File: src/rtl/alu_uart_pkg.sv
// Shared definitions for the UART-facing ALU framing stages (RX collector, TX result framer).
package alu_uart_pkg;

  // Marks the start of every frame on the wire.
  localparam logic [7:0] SYNC_BYTE = 8'hA5;

  // Width of the operation-select field.
  localparam int unsigned OPCODE_W = 8;

  // Receive framing states; the TX framer walks the same sequence in reverse.
  typedef enum logic [2:0] {
    IDLE,
    OPC,
    A,
    B,
    OUT
  } collector_state_t;

endpackage

File: src/rtl/alu_operand_collector_gap_timer.sv
// Inter-byte gap timer: counts idle cycles while running and emits a one-cycle
// registered pulse once TIMEOUT_CYCLES cycles elapse without a clear.
module gap_timer #(
  parameter int unsigned TIMEOUT_CYCLES = 50000
) (
  input  logic clk,
  input  logic rst_n,
  input  logic run,
  input  logic clear,
  output logic expired
);

  localparam int unsigned CntW = (TIMEOUT_CYCLES > 2) ? $clog2(TIMEOUT_CYCLES) : 1;
  localparam logic [CntW-1:0] CntLast = CntW'(TIMEOUT_CYCLES - 1);

  logic [CntW-1:0] cnt_q, cnt_d;
  logic            expired_q, expired_d;

  // Next count: hold at zero while stopped or cleared, wrap to zero on expiry.
  always_comb begin
    cnt_d     = cnt_q;
    expired_d = 1'b0;
    if (!run || clear) begin
      cnt_d = '0;
    end else if (cnt_q == CntLast) begin
      cnt_d     = '0;
      expired_d = 1'b1;
    end else begin
      cnt_d = cnt_q + CntW'(1);
    end
  end

  // Counter and pulse registers.
  always_ff @(posedge clk or negedge rst_n) begin
    if (!rst_n) begin
      cnt_q     <= '0;
      expired_q <= 1'b0;
    end else begin
      cnt_q     <= cnt_d;
      expired_q <= expired_d;
    end
  end

  assign expired = expired_q;

endmodule

File: src/rtl/alu_operand_collector.sv
// Receive-side framing stage: hunts for the sync byte in the UART RX stream, assembles an
// opcode plus two big-endian N-bit operands, and offers them to the ALU over valid/ready.
module alu_operand_collector
  import alu_uart_pkg::*;
#(
  parameter int unsigned N              = 16,
  parameter int unsigned TIMEOUT_CYCLES = 50000
) (
  input  logic                clk,
  input  logic                rst_n,
  input  logic [7:0]          rx_data,
  input  logic                rx_valid,
  output logic [N-1:0]        op_a,
  output logic [N-1:0]        op_b,
  output logic [OPCODE_W-1:0] opcode,
  output logic                out_valid,
  input  logic                out_ready,
  output logic                frame_err,
  output logic                overrun
);

  localparam int unsigned NumBytes = N / 8;
  localparam int unsigned CntW     = (NumBytes > 1) ? $clog2(NumBytes) : 1;
  localparam logic [CntW-1:0] CntLast = CntW'(NumBytes - 1);

  collector_state_t state_q, state_d;

  logic [CntW-1:0]     byte_cnt_q, byte_cnt_d;
  logic [OPCODE_W-1:0] sh_op_q, sh_op_d;
  logic [N-1:0]        sh_a_q, sh_a_d;
  logic [N-1:0]        sh_b_q, sh_b_d;
  logic [OPCODE_W-1:0] opcode_q, opcode_d;
  logic [N-1:0]        op_a_q, op_a_d;
  logic [N-1:0]        op_b_q, op_b_d;
  logic                out_valid_q, out_valid_d;
  logic                frame_err_q, frame_err_d;
  logic                overrun_q, overrun_d;

  logic [N-1:0] a_shifted;
  logic [N-1:0] b_shifted;
  logic         last_byte;
  logic         timer_run;
  logic         timer_clear;
  logic         timer_expired;

  // Shadow registers with the incoming byte appended at the LSB end (big-endian assembly).
  if (N == 8) begin : g_single_byte
    assign a_shifted = rx_data;
    assign b_shifted = rx_data;
  end else begin : g_multi_byte
    assign a_shifted = {sh_a_q[N-9:0], rx_data};
    assign b_shifted = {sh_b_q[N-9:0], rx_data};
  end

  assign last_byte = (byte_cnt_q == CntLast);

  // The timer only watches gaps inside a frame; any accepted byte restarts it.
  assign timer_run   = (state_q == OPC) || (state_q == A) || (state_q == B);
  assign timer_clear = rx_valid;

  gap_timer #(
    .TIMEOUT_CYCLES(TIMEOUT_CYCLES)
  ) u_timer (
    .clk    (clk),
    .rst_n  (rst_n),
    .run    (timer_run),
    .clear  (timer_clear),
    .expired(timer_expired)
  );

  // Framing FSM next-state, shadow assembly and output-register loads.
  always_comb begin
    state_d     = state_q;
    byte_cnt_d  = byte_cnt_q;
    sh_op_d     = sh_op_q;
    sh_a_d      = sh_a_q;
    sh_b_d      = sh_b_q;
    opcode_d    = opcode_q;
    op_a_d      = op_a_q;
    op_b_d      = op_b_q;
    out_valid_d = out_valid_q;
    frame_err_d = 1'b0;
    overrun_d   = 1'b0;

    case (state_q)
      IDLE: begin
        if (rx_valid && (rx_data == SYNC_BYTE)) begin
          state_d = OPC;
        end
      end

      OPC: begin
        if (rx_valid) begin
          sh_op_d    = rx_data;
          byte_cnt_d = '0;
          state_d    = A;
        end else if (timer_expired) begin
          state_d     = IDLE;
          frame_err_d = 1'b1;
          sh_op_d     = '0;
          sh_a_d      = '0;
          sh_b_d      = '0;
          byte_cnt_d  = '0;
        end
      end

      A: begin
        if (rx_valid) begin
          sh_a_d = a_shifted;
          if (last_byte) begin
            byte_cnt_d = '0;
            state_d    = B;
          end else begin
            byte_cnt_d = byte_cnt_q + CntW'(1);
          end
        end else if (timer_expired) begin
          state_d     = IDLE;
          frame_err_d = 1'b1;
          sh_op_d     = '0;
          sh_a_d      = '0;
          sh_b_d      = '0;
          byte_cnt_d  = '0;
        end
      end

      B: begin
        if (rx_valid) begin
          sh_b_d = b_shifted;
          if (last_byte) begin
            // Final byte goes straight into op_b so the frame is presented on this edge.
            byte_cnt_d  = '0;
            state_d     = OUT;
            opcode_d    = sh_op_q;
            op_a_d      = sh_a_q;
            op_b_d      = b_shifted;
            out_valid_d = 1'b1;
          end else begin
            byte_cnt_d = byte_cnt_q + CntW'(1);
          end
        end else if (timer_expired) begin
          state_d     = IDLE;
          frame_err_d = 1'b1;
          sh_op_d     = '0;
          sh_a_d      = '0;
          sh_b_d      = '0;
          byte_cnt_d  = '0;
        end
      end

      OUT: begin
        // Bytes arriving while the frame awaits acceptance are lost, even a sync byte.
        if (rx_valid) begin
          overrun_d = 1'b1;
        end
        if (out_ready) begin
          out_valid_d = 1'b0;
          state_d     = IDLE;
        end
      end

      default: begin
        state_d     = IDLE;
        out_valid_d = 1'b0;
        byte_cnt_d  = '0;
      end
    endcase
  end

  // State, shadow and output registers.
  always_ff @(posedge clk or negedge rst_n) begin
    if (!rst_n) begin
      state_q     <= IDLE;
      byte_cnt_q  <= '0;
      sh_op_q     <= '0;
      sh_a_q      <= '0;
      sh_b_q      <= '0;
      opcode_q    <= '0;
      op_a_q      <= '0;
      op_b_q      <= '0;
      out_valid_q <= 1'b0;
      frame_err_q <= 1'b0;
      overrun_q   <= 1'b0;
    end else begin
      state_q     <= state_d;
      byte_cnt_q  <= byte_cnt_d;
      sh_op_q     <= sh_op_d;
      sh_a_q      <= sh_a_d;
      sh_b_q      <= sh_b_d;
      opcode_q    <= opcode_d;
      op_a_q      <= op_a_d;
      op_b_q      <= op_b_d;
      out_valid_q <= out_valid_d;
      frame_err_q <= frame_err_d;
      overrun_q   <= overrun_d;
    end
  end

  assign op_a      = op_a_q;
  assign op_b      = op_b_q;
  assign opcode    = opcode_q;
  assign out_valid = out_valid_q;
  assign frame_err = frame_err_q;
  assign overrun   = overrun_q;

endmodule
File: config.mk
export PLATFORM = sky130hd
export DESIGN_NAME = alu_operand_collector
export DESIGN_NICKNAME = d
export VERILOG_FILES = /design/src/rtl/alu_uart_pkg.sv /design/src/rtl/alu_operand_collector_gap_timer.sv /design/src/rtl/alu_operand_collector.sv
export SDC_FILE = /design/constraint.sdc
export NUM_CORES = 1
export LEC_CHECK = 0
export CAP_MARGIN = 20
export CORE_MARGIN = 2
export CORE_UTILIZATION = 41
export DETAILED_ROUTE_END_ITERATION = 6
export PLACE_DENSITY = 0.7
export SYNTH_ARGS = -nofsm -noshare
export SYNTH_HDL_FRONTEND = slang
export SYNTH_HIERARCHICAL = 1
export SYNTH_SLANG_ARGS = --single-unit
File: constraint.sdc
create_clock -name clk -period 5.4 [get_ports clk]
set_clock_uncertainty 0.05 [all_clocks]
set_input_delay 0.54 -clock clk [delete_from_list [all_inputs] [get_ports clk]]
set_output_delay 0.54 -clock clk [all_outputs]
set_load 0.005 [all_outputs]
==> metrics.yaml <==
grt:
  grt_util_all_layers_pct: 14.6
  antenna_found_initial: 0
  grt_max_degree: 55
  overflow: 0
  grt_pass1_vias: 2369
  grt_pass1_wl_um: 12500
placement:
  dp_cells: 458
  gp_congestion: 0.768
  dpl_worst_slack_ps: 2770
  port_buffers: 54
  dpl.hpwl_um: 4990
setup_path:
  slowest_stage: "nor3b_2"
  cpPeakStageDelay_ps: 800
  path_cells: "clkdlybuf4s50_1, nand2b_4, nor3b_2, a22o_1"
  crit_path_max_fanout: 16
  worst_setup_path_start_kind: "input pin"
  crit_type: "in2reg"
  critical_path_buf_inv_count: 1
  end_kind: "flip-flop"
  crit_required_ps: 5650
  crit_family: "simple AND/OR/NAND/NOR gates"
  arrival_ps: 2500
synth:
  ys_seq_elements: 96
  synth_top_family_by_area: "multiplexers"
  syn_nets: 295
  syn_area_um2: 4070
  yosysSeqAreaShare_pct: 59.0
  yosys_warnings: 6
  yosys.area_share.simple_pct: 11.1
  synthArstFlopShare_pct: 100
  yosysUniqueCellTypes: 42
  synth_compound_area_share_pct: 8.11
  synthCells: 282
  synth-main-ff-cell: "dfrtp_1"
  synth_mux_area_share_pct: 14.6
  syn_avg_cell_area_um2: 14.4
  synth-adder-area-share_pct: 0.307
  synth_xor_xnor_area_share_pct: 3.01
  synth_edf_count: 0
cts:
  h-tree-depth: 3
  clock-sinks: 96
  cts_hold_buf: 0
  postCtsResizedCells: 0
  clk_latency_ps: 370
  postCtsSetupBuffers: 0
  clk_path_buf_depth: 2
  cts_tree: "yes"
  cts_root_buf: "clkbuf_8"
  cts_made_buffers: 9
  path_clk_slew_ps: 100
sta:
  hold_violations: 0
  slew_violations: 0
  setup_viol: 0
  max_freq_mhz: 445
  relSlewSlack_pct: 37.2
  final.min_clock_period_ps: 2250
  tightest_slew_ps: 939
  rsz0062_at_grt: "no"
  fin_setup_tns_ps: 0
  setup_ws_ps: 3150
  final.period_utilization_pct: 41.6
cells_and_area:
  drive_gt1_share_pct: 19.9
  area_growth_pct: 18.7
  stdcell_count: 474
  multi_input_area_um2: 1520
  n_antenna_cell: 0
  nets: 349
  seq_area_um2: 2400
  nFillCells: 860
routing:
  met1Wirelength_um: 3700
  routed_wl_um: 7500
  dr.pass1.iters: 4
  drcViolationCount: 0
  met2_length_um: 3410
  vias_per_cell: 5.05
  dr.max_layer_used: "met4"
  ant_nets: 0
  wire_per_inst_um: 15.8
  drt_iter0_drc: 184
  vias: 2395
  wl_met3_um: 377
power_and_ir_drop:
  leakagePower_nw: 2.26
  power_density_nw_per_um2: 470
  power_mw: 2.27
  vdd_drop_max_v: 0.000157
floorplanning:
  die_h_um: 104
  io_pins: 55
  dieArea_um2: 10700
  num_rows: 36
  start_util_pct: 41.9
  core-area_um2: 9730
  die_w_um: 104
run_status:
  outcome: "finished, final reports clean"
hold_path:
  hold_path_class: "in2async"
job:
  drv_cap: 0
[worst paths after layout]
kind	from	slack, ps	to	cells after the start
min	rst_n	90	opcode[5]	1
min in group clk	u_timer/cnt_q[0]	440	u_timer/cnt_q[0]	1
max reg2reg	u_timer/cnt_q[4]	3450	u_timer/cnt_q[8]	4
min reg2reg	u_timer/cnt_q[0]	440	u_timer/cnt_q[0]	1
max in group asynchronous	rst_n	4140	sh_b_q[2]	2
max	rx_valid	3150	sh_a_q[14]	4
[cells by family (layout without fill, tap and decap cells)]
| logic type | Yosys count | after routing |
|---|---|---|
| muxes | 40 | 40 |
| DFF | 96 | 96 |
| AOI/OAI and AO/OA | 41 | 41 |
| and+or+nand+nor | 73 | 73 |
| adders and majority gates | 1 | 1 |
| buffers and inverters | 17 | 76 |
| xor gates and xnor gates | 14 | 14 |
[report_power, final]
part,internal (mW),switching [mW]
Clock,0.177,0.269
Combinational,0.470,0.232
Sequential,0.947,0.179
Total,1.59,0.680
[flip-flops by register name (all words and copies together) (netlist names)]
name	flops
frame_err	1
sh_a_q	16
op_b	16
opcode	8
op_a	16
u_timer/expired	1
sh_op_q	8
state_q	3
sh_b_q	8
overrun	1
out_valid	1
byte_cnt_q	1
u_timer/cnt_q	16
[stage by stage]
stage	hold WS, ps	instance area [µm²]	util, %
floorplan	194	4070	-
detailed placement	433	4650	47.8
CTS	103	4830	49.7
global placement	420	4650	47.8
global route	108	4830	49.7
finish	89.1	4830	49.7
[area by class of cell]
| class | instances | area share (%) |
|---|---|---|
| Clock buffer | 9 | 2.56 |
| Clock inverter | 7 | 1.29 |
| Multi-Input combinational cell | 169 | 31.3 |
| Inverter | 5 | 0.388 |
| Timing Repair Buffer | 55 | 11.3 |
| Sequential cell | 96 | 49.7 |
| Tap cell | 133 | 3.44 |
[cells in the mapped netlist (2+ instances only)]
library cell	count	share of area [%]
inv_1	5	0.46
a22o_1	32	6.9
nand3_1	6	0.74
o21ai_0	3	0.37
a21oi_1	4	0.49
nor4_1	3	0.46
mux2_4	39	14
buf_8	2	0.74
nor3b_2	2	0.61
nor3_1	5	0.61
nand2b_1	2	0.31
buf_4	3	0.55
buf_2	2	0.25
nor2_1	25	2.3
or3_1	2	0.31
xnor2_1	13	2.8
nand4_1	5	0.77
dfrtp_1	96	59
nand2_1	8	0.74
buf_12	3	1.5
[per-layer routing]
layer | track usage, % | vias to the layer above
li1 | - | 1119
met1 | 21.1 | 1212
met2 | 21.2 | 62
met3 | 4.53 | 2
met4 | 4.34 | 0
met5 | 0 | -
[cells in the final DEF, fill, tap and decap left out, types with 2 or more instances in the layout]
master	Yosys	final
dfrtp_1	96	96
inv_8	0	2
clkdlybuf4s50_1	0	53
nand2_1	8	8
buf_4	3	2
xnor2_1	13	13
nor4_1	3	3
a21oi_1	4	4
nor3_1	5	5
nor3b_2	2	2
mux2_4	39	39
nor2_1	25	25
clkinv_4	0	3
nand2b_1	2	2
nand4_1	5	5
o21ai_0	3	3
or3_1	2	2
clkbuf_8	0	9
nand3_1	6	6
a22o_1	32	32
inv_1	5	5
No activity file was read; power rests on OpenSTA's default activity.
